`src/rtl/mem_arbiter_pkg.sv`:
```
// Shared types and constants for the node-memory arbiter: FSM state encoding,
// default widths and the byte-address map of the node memory.
package mem_arb_pkg;

   typedef enum logic {
      ST_IDLE  = 1'b0,
      ST_GRANT = 1'b1
   } arb_state_t;

   localparam int N_REQ_DEF    = 3;
   localparam int ADDR_W_DEF   = 11;
   localparam int DATA_W_DEF   = 16;
   localparam int LOCK_MAX_DEF = 16;

   localparam logic [ADDR_W_DEF-1:0] MM_FLAGS       = 11'h000;
   localparam logic [ADDR_W_DEF-1:0] MM_KNOWN_SINKS = 11'h008;
   localparam logic [ADDR_W_DEF-1:0] MM_WORST_HOPS  = 11'h028;
   localparam logic [ADDR_W_DEF-1:0] MM_NEIGHBOR_ID = 11'h048;
   localparam logic [ADDR_W_DEF-1:0] MM_CLUSTER_ID  = 11'h0C8;
   localparam logic [ADDR_W_DEF-1:0] MM_BATTERY     = 11'h148;
   localparam logic [ADDR_W_DEF-1:0] MM_QVALUE      = 11'h1C8;
   localparam logic [ADDR_W_DEF-1:0] MM_SINK_IDS    = 11'h248;
   localparam logic [ADDR_W_DEF-1:0] MM_HCM         = 11'h648;
   localparam logic [ADDR_W_DEF-1:0] MM_BETTER_NB   = 11'h668;
   localparam logic [ADDR_W_DEF-1:0] MM_COUNT0      = 11'h688;
   localparam logic [ADDR_W_DEF-1:0] MM_COUNT1      = 11'h68A;
   localparam logic [ADDR_W_DEF-1:0] MM_COUNT2      = 11'h68C;
   localparam logic [ADDR_W_DEF-1:0] MM_COUNT3      = 11'h68E;

   // Index width that stays at least one bit wide for degenerate sizes.
   function automatic int idx_width(input int n);
      return (n > 1) ? $clog2(n) : 1;
   endfunction

endpackage

```
`src/rtl/mem_arbiter_rr_pick.sv`:
```
// Rotating-priority selector: first set, non-excluded request at or above ptr,
// wrapping around. Purely combinational.
module rr_pick #(
   parameter int N  = 3,
   parameter int PW = 2
) (
   input  logic [N-1:0]  req_vec,
   input  logic [PW-1:0] ptr,
   input  logic [N-1:0]  excl,
   output logic [PW-1:0] idx,
   output logic          valid
);

   always_comb begin
      int c;
      c     = 0;
      idx   = '0;
      valid = 1'b0;
      // Walk from the farthest candidate down so the nearest one wins last.
      for (int k = N - 1; k >= 0; k--) begin
         c = int'(ptr) + k;
         if (c >= N) c = c - N;
         if (req_vec[c] && !excl[c]) begin
            idx   = PW'(c);
            valid = 1'b1;
         end
      end
   end

endmodule

```
`src/rtl/mem_arbiter.sv`:
```
// Round-robin arbiter for the shared node memory, with bounded owner locking
// for list scans and odd-address protection.
//
// state    | meaning
// ST_IDLE  | no owner; any request is picked at the next edge
// ST_GRANT | owner holds the memory port; gnt follows req[owner]
module mem_arbiter
   import mem_arb_pkg::*;
#(
   parameter int N_REQ    = N_REQ_DEF,
   parameter int ADDR_W   = ADDR_W_DEF,
   parameter int DATA_W   = DATA_W_DEF,
   parameter int LOCK_MAX = LOCK_MAX_DEF
) (
   input  logic                    clock,
   input  logic                    nrst,
   input  logic [N_REQ-1:0]        req,
   input  logic [N_REQ-1:0]        lock,
   input  logic [N_REQ-1:0]        wr,
   input  logic [N_REQ*ADDR_W-1:0] addr,
   input  logic [N_REQ*DATA_W-1:0] wdata,
   output logic [N_REQ-1:0]        gnt,
   output logic [DATA_W-1:0]       rdata,
   output logic                    err,
   output logic                    busy,
   output logic [ADDR_W-1:0]       mem_address,
   output logic                    mem_wr_en,
   output logic [DATA_W-1:0]       mem_data_in,
   input  logic [DATA_W-1:0]       mem_data_out
);

   localparam int PW = idx_width(N_REQ);
   localparam int CW = idx_width(LOCK_MAX);

   arb_state_t    state;
   logic [PW-1:0] owner;
   logic [PW-1:0] ptr;
   logic [CW-1:0] lock_cnt;

   logic [ADDR_W-1:0] own_addr;
   logic [DATA_W-1:0] own_wdata;
   logic              own_req;
   logic              active;
   logic              hold;
   logic [PW-1:0]     next_ptr;
   logic [PW-1:0]     pick_ptr;
   logic [N_REQ-1:0]  pick_excl;
   logic [PW-1:0]     pick_idx;
   logic              pick_valid;

   assign own_addr  = addr[owner*ADDR_W +: ADDR_W];
   assign own_wdata = wdata[owner*DATA_W +: DATA_W];
   assign own_req   = req[owner];
   assign busy      = (state == ST_GRANT);
   assign hold      = own_req & lock[owner] & (lock_cnt < CW'(LOCK_MAX - 1));
   assign next_ptr  = (owner == PW'(N_REQ - 1)) ? '0 : owner + PW'(1);

   // Nothing is granted or written while reset is held, even mid-lock.
   assign active    = busy & nrst & own_req;

   // One selector serves both the idle pick and the same-edge handover.
   assign pick_ptr  = busy ? next_ptr : ptr;

   always_comb begin
      pick_excl = '0;
      if (busy) pick_excl[owner] = 1'b1;
   end

   rr_pick #(.N(N_REQ), .PW(PW)) u_pick (
      .req_vec (req),
      .ptr     (pick_ptr),
      .excl    (pick_excl),
      .idx     (pick_idx),
      .valid   (pick_valid)
   );

   always_comb begin
      gnt = '0;
      if (active) gnt[owner] = 1'b1;
   end

   assign err         = active & own_addr[0];
   assign mem_wr_en   = active & wr[owner] & ~own_addr[0];
   assign mem_address = busy ? own_addr : '0;
   assign mem_data_in = busy ? own_wdata : '0;
   assign rdata       = mem_data_out;

   always_ff @(posedge clock) begin
      if (!nrst) begin
         state    <= ST_IDLE;
         owner    <= '0;
         ptr      <= '0;
         lock_cnt <= '0;
      end else begin
         case (state)
            ST_IDLE: begin
               if (pick_valid) begin
                  owner    <= pick_idx;
                  lock_cnt <= '0;
                  state    <= ST_GRANT;
               end
            end
            ST_GRANT: begin
               if (hold) begin
                  lock_cnt <= lock_cnt + CW'(1);
               end else begin
                  ptr      <= next_ptr;
                  lock_cnt <= '0;
                  if (pick_valid) owner <= pick_idx;
                  else            state <= ST_IDLE;
               end
            end
            default: state <= ST_IDLE;
         endcase
      end
   end

endmodule

```
`config.mk`:
```
export PLATFORM = sky130hd
export DESIGN_NAME = mem_arbiter
export DESIGN_NICKNAME = d
export VERILOG_FILES = /design/src/rtl/mem_arbiter_pkg.sv /design/src/rtl/mem_arbiter_rr_pick.sv /design/src/rtl/mem_arbiter.sv
export SDC_FILE = /design/constraint.sdc
export NUM_CORES = 1
export LEC_CHECK = 0
export ABC_AREA = 1
export CORE_MARGIN = 3
export CORE_UTILIZATION = 32
export DETAILED_ROUTE_END_ITERATION = 16
export PLACE_DENSITY_LB_ADDON = 0.12
export SLEW_MARGIN = 5
export SYNTH_ARGS = -nofsm -noshare
export SYNTH_HDL_FRONTEND = slang
export SYNTH_HIERARCHICAL = 1
export SYNTH_SLANG_ARGS = --single-unit
```
`constraint.sdc`:
```
create_clock -name clock -period 3.5 [get_ports clock]
set_input_delay 0.525 -clock clock [delete_from_list [all_inputs] [get_ports clock]]
set_output_delay 0.525 -clock clock [all_outputs]
set_load 0.1 [all_outputs]
```
==> results.cfg <==
[sta]
setup_viol = 0
final.setup.tns_ns = 0
finalCritPeriodShare = 0.767
relSlewSlack = 0.637
timing.fmax_ghz = 0.372
slew_viol_final = 0
skew_ns = 0.00251
post-route-min-period_ns = 2.69
worst_slew_pin_slew_ns = 0.544
rsz0062_at_grt = no
worst_slack_ns = 0.814
hold_violations = 0

[setup_path]
ff2ff_path_depth = 15
cp.required_ns = 3.66
critPathCaptureType = flop
path_max_fanout = 7
start_kind = flop
critPathKind = reg -> reg
crit_arrival_ns = 2.85

[placed_design]
dp.cells = 443
dp_slack_ns = 0.844
numPortBuffers = 124
hpwl_mm = 4.85
gp_congestion = 0.787

[finish]
area_delta_synth_final_pct = 82.3
nets = 508
antennaDiodeCount = 0
stdcell_count = 447
drive_above_1_share = 0.139

[routing]
via_per_inst = 4.76
wl_per_cell_um = 13.5
drcViolationCount = 0
final_antenna_net_count = 0
drt-initial-drc-count = 114
first_pass_iters = 4
num_vias = 2129
drt_wl_total_mm = 6.03

[clocking]
cts.sinks = 9
cts_hold_buf = 0
cts-root-buf = clkbuf_8
postCtsResizedCells = 0
cts_buffer_depth = 2
cts_setup_buffers = 0
cts_tree = done
htreeDepth = 1
cts.clk_slew.worst_paths_ns = 0.04
clk_latency_ns = 0.23
cts_made_buffers = 3

[logic_synthesis]
synth_top_area_share = 0.300
synth_top_cell_by_area = nand2_1
synth_fp_nets = 402
synth-seq-cells = 9
yosys-top-cells-area = nand2_1, nand3_1, dfxtp_1, buf_4, inv_1
synth_area_mm2 = 0.00152
seq_area_frac_synth = 0.119
avgSynthCellArea_um2 = 5.23
syn_inst = 290
synth_cell_types = 23
yosysWarnings = 6

[floorplan]
die_area_mm2 = 0.00560
core_area_mm2 = 0.00447
dieHeight_um = 74.8
design.portCount = 157
fp.dieW_um = 74.8
rows = 24
start_util = 0.339

[global_routing]
grt_max_degree = 21
grt.overflow.total = 0
grt_use_total = 0.199
grt_pass1_vias = 1789
grt_pass1_wl_mm = 8.74
antenna_found_initial = 0

[outcome]
outcome = complete, no violations

[power]
p_leak_nw = 1.30
power_w = 0.00282
p_per_area_mw_per_mm2 = 1020
ir_worst_vdd_v = 0.000534

[hold_path]
holdPathStages = 2
min_path_type = reg -> reg

[run]
cap_violations = 0
==> worst max-delay path: stages (launching register included) <==
cell,delay [ns]
dfxtp_1,0.48
inv_2,0.10
nor2_4,0.10
inv_2,0.06
o21ai_0,0.30
inv_1,0.08
ha_1,0.27
inv_2,0.14
nand2_1,0.06
nand3_1,0.09
nand2_1,0.07
inv_1,0.10
nand4_1,0.21
nor2_1,0.29
o21ai_0,0.12
a21oi_1,0.13
==> through the flow <==
stage / util / hold slack [ns] / cell area [µm²]
5_1_grt: 0.618 / 0.512 / 2770
3_5_place_dp: 0.608 / 0.473 / 2720
6_report: 0.618 / 0.485 / 2770
2_1_floorplan: - / 0.454 / 1520
4_1_cts: 0.618 / 0.489 / 2770
3_3_place_gp: 0.608 / 0.468 / 2720
==> flip-flops by register name, summed over array words and instances, names as in the netlist <==
register,cells
busy,1
lock_cnt,4
owner,2
ptr,2
==> metal layers <==
metal / vias to the layer above / GRT usage / part of all wire
li1: 1107 / - / -
met1: 929 / 0.248 / 0.41
met2: 86 / 0.348 / 0.51
met3: 7 / 0.0387 / 0.067
met4: 0 / 0.0514 / 0.0085
met5: - / 0 / 0
==> worst paths after layout <==
check	start	to	slack, ns
setup / recovery	owner[0]$_SDFFE_PN0P_	lock_cnt[0]$_SDFFE_PN0P_	0.81
hold / removal	ptr[1]$_SDFFE_PN0P_	ptr[1]$_SDFFE_PN0P_	0.49
setup reg to reg	owner[0]$_SDFFE_PN0P_	lock_cnt[0]$_SDFFE_PN0P_	0.81
hold reg to reg	ptr[1]$_SDFFE_PN0P_	ptr[1]$_SDFFE_PN0P_	0.49
==> kinds of logic (layout without fill, tap and decap cells) <==
| logic type | count (synthesis) | after routing | synth area share |
|---|---|---|---|
| and+or+nand+nor | 193 | 193 | 0.544 |
| AOI/OAI and AO/OA | 24 | 24 | 0.0949 |
| adders and majority gates | 4 | 4 | 0.0330 |
| xor gates and xnor gates | 1 | 1 | 0.00578 |
| buffers and inverters | 59 | 164 | 0.204 |
| DFF | 9 | 9 | 0.119 |
==> synth_stat cells <==
| library cell | number |
|---|---|
| nand2_2 | 1 |
| buf_6 | 1 |
| nor2_2 | 2 |
| nor2_1 | 18 |
| nand4_1 | 3 |
| nand2_1 | 121 |
| nor2_4 | 4 |
| buf_1 | 1 |
| a22oi_2 | 1 |
| buf_4 | 20 |
| dfxtp_1 | 9 |
| xnor2_1 | 1 |
| a22oi_1 | 3 |
| a211oi_1 | 1 |
| inv_1 | 27 |
| a31oi_1 | 2 |
| nand3_1 | 44 |
| a21oi_1 | 8 |
| buf_2 | 4 |
| inv_2 | 6 |
| o21ai_0 | 8 |
| a21oi_2 | 1 |
| ha_1 | 4 |
==> cell usage in the layout (no fill, tap or decap) <==
cell               n
nand2_1          121
dfxtp_1            9
nor2_2             2
inv_2              6
nand3_1           44
a22oi_1            3
clkdlybuf4s50_1   91
clkbuf_1           1
nand4_1            3
a21oi_2            1
a21oi_1            8
ha_1               4
a211oi_2           1
nand2_2            1
buf_4             25
buf_12            11
nor2_1            18
nor2_4             4
o21ai_0            8
a22oi_2            1
clkbuf_8           3
a31oi_1            2
xnor2_1            1
inv_1             27
==> area by class of cell <==
cell class	count	area [µm²]
clock buffers	4	45.0
inverters	33	124
multi-input cells	222	1030
fillers	444	1710
flip-flops and latches	9	180
well taps	52	65.1
repair buffers	127	1320
==> report_power, final <==
| part | internal, W | switching [W] |
|---|---|---|
| clock network | 0.0000793 | 0.0000407 |
| logic | 0.000725 | 0.00181 |
| registers | 0.000132 | 0.0000283 |
| total | 0.000937 | 0.00188 |
(Power assumes the default switching activity.)
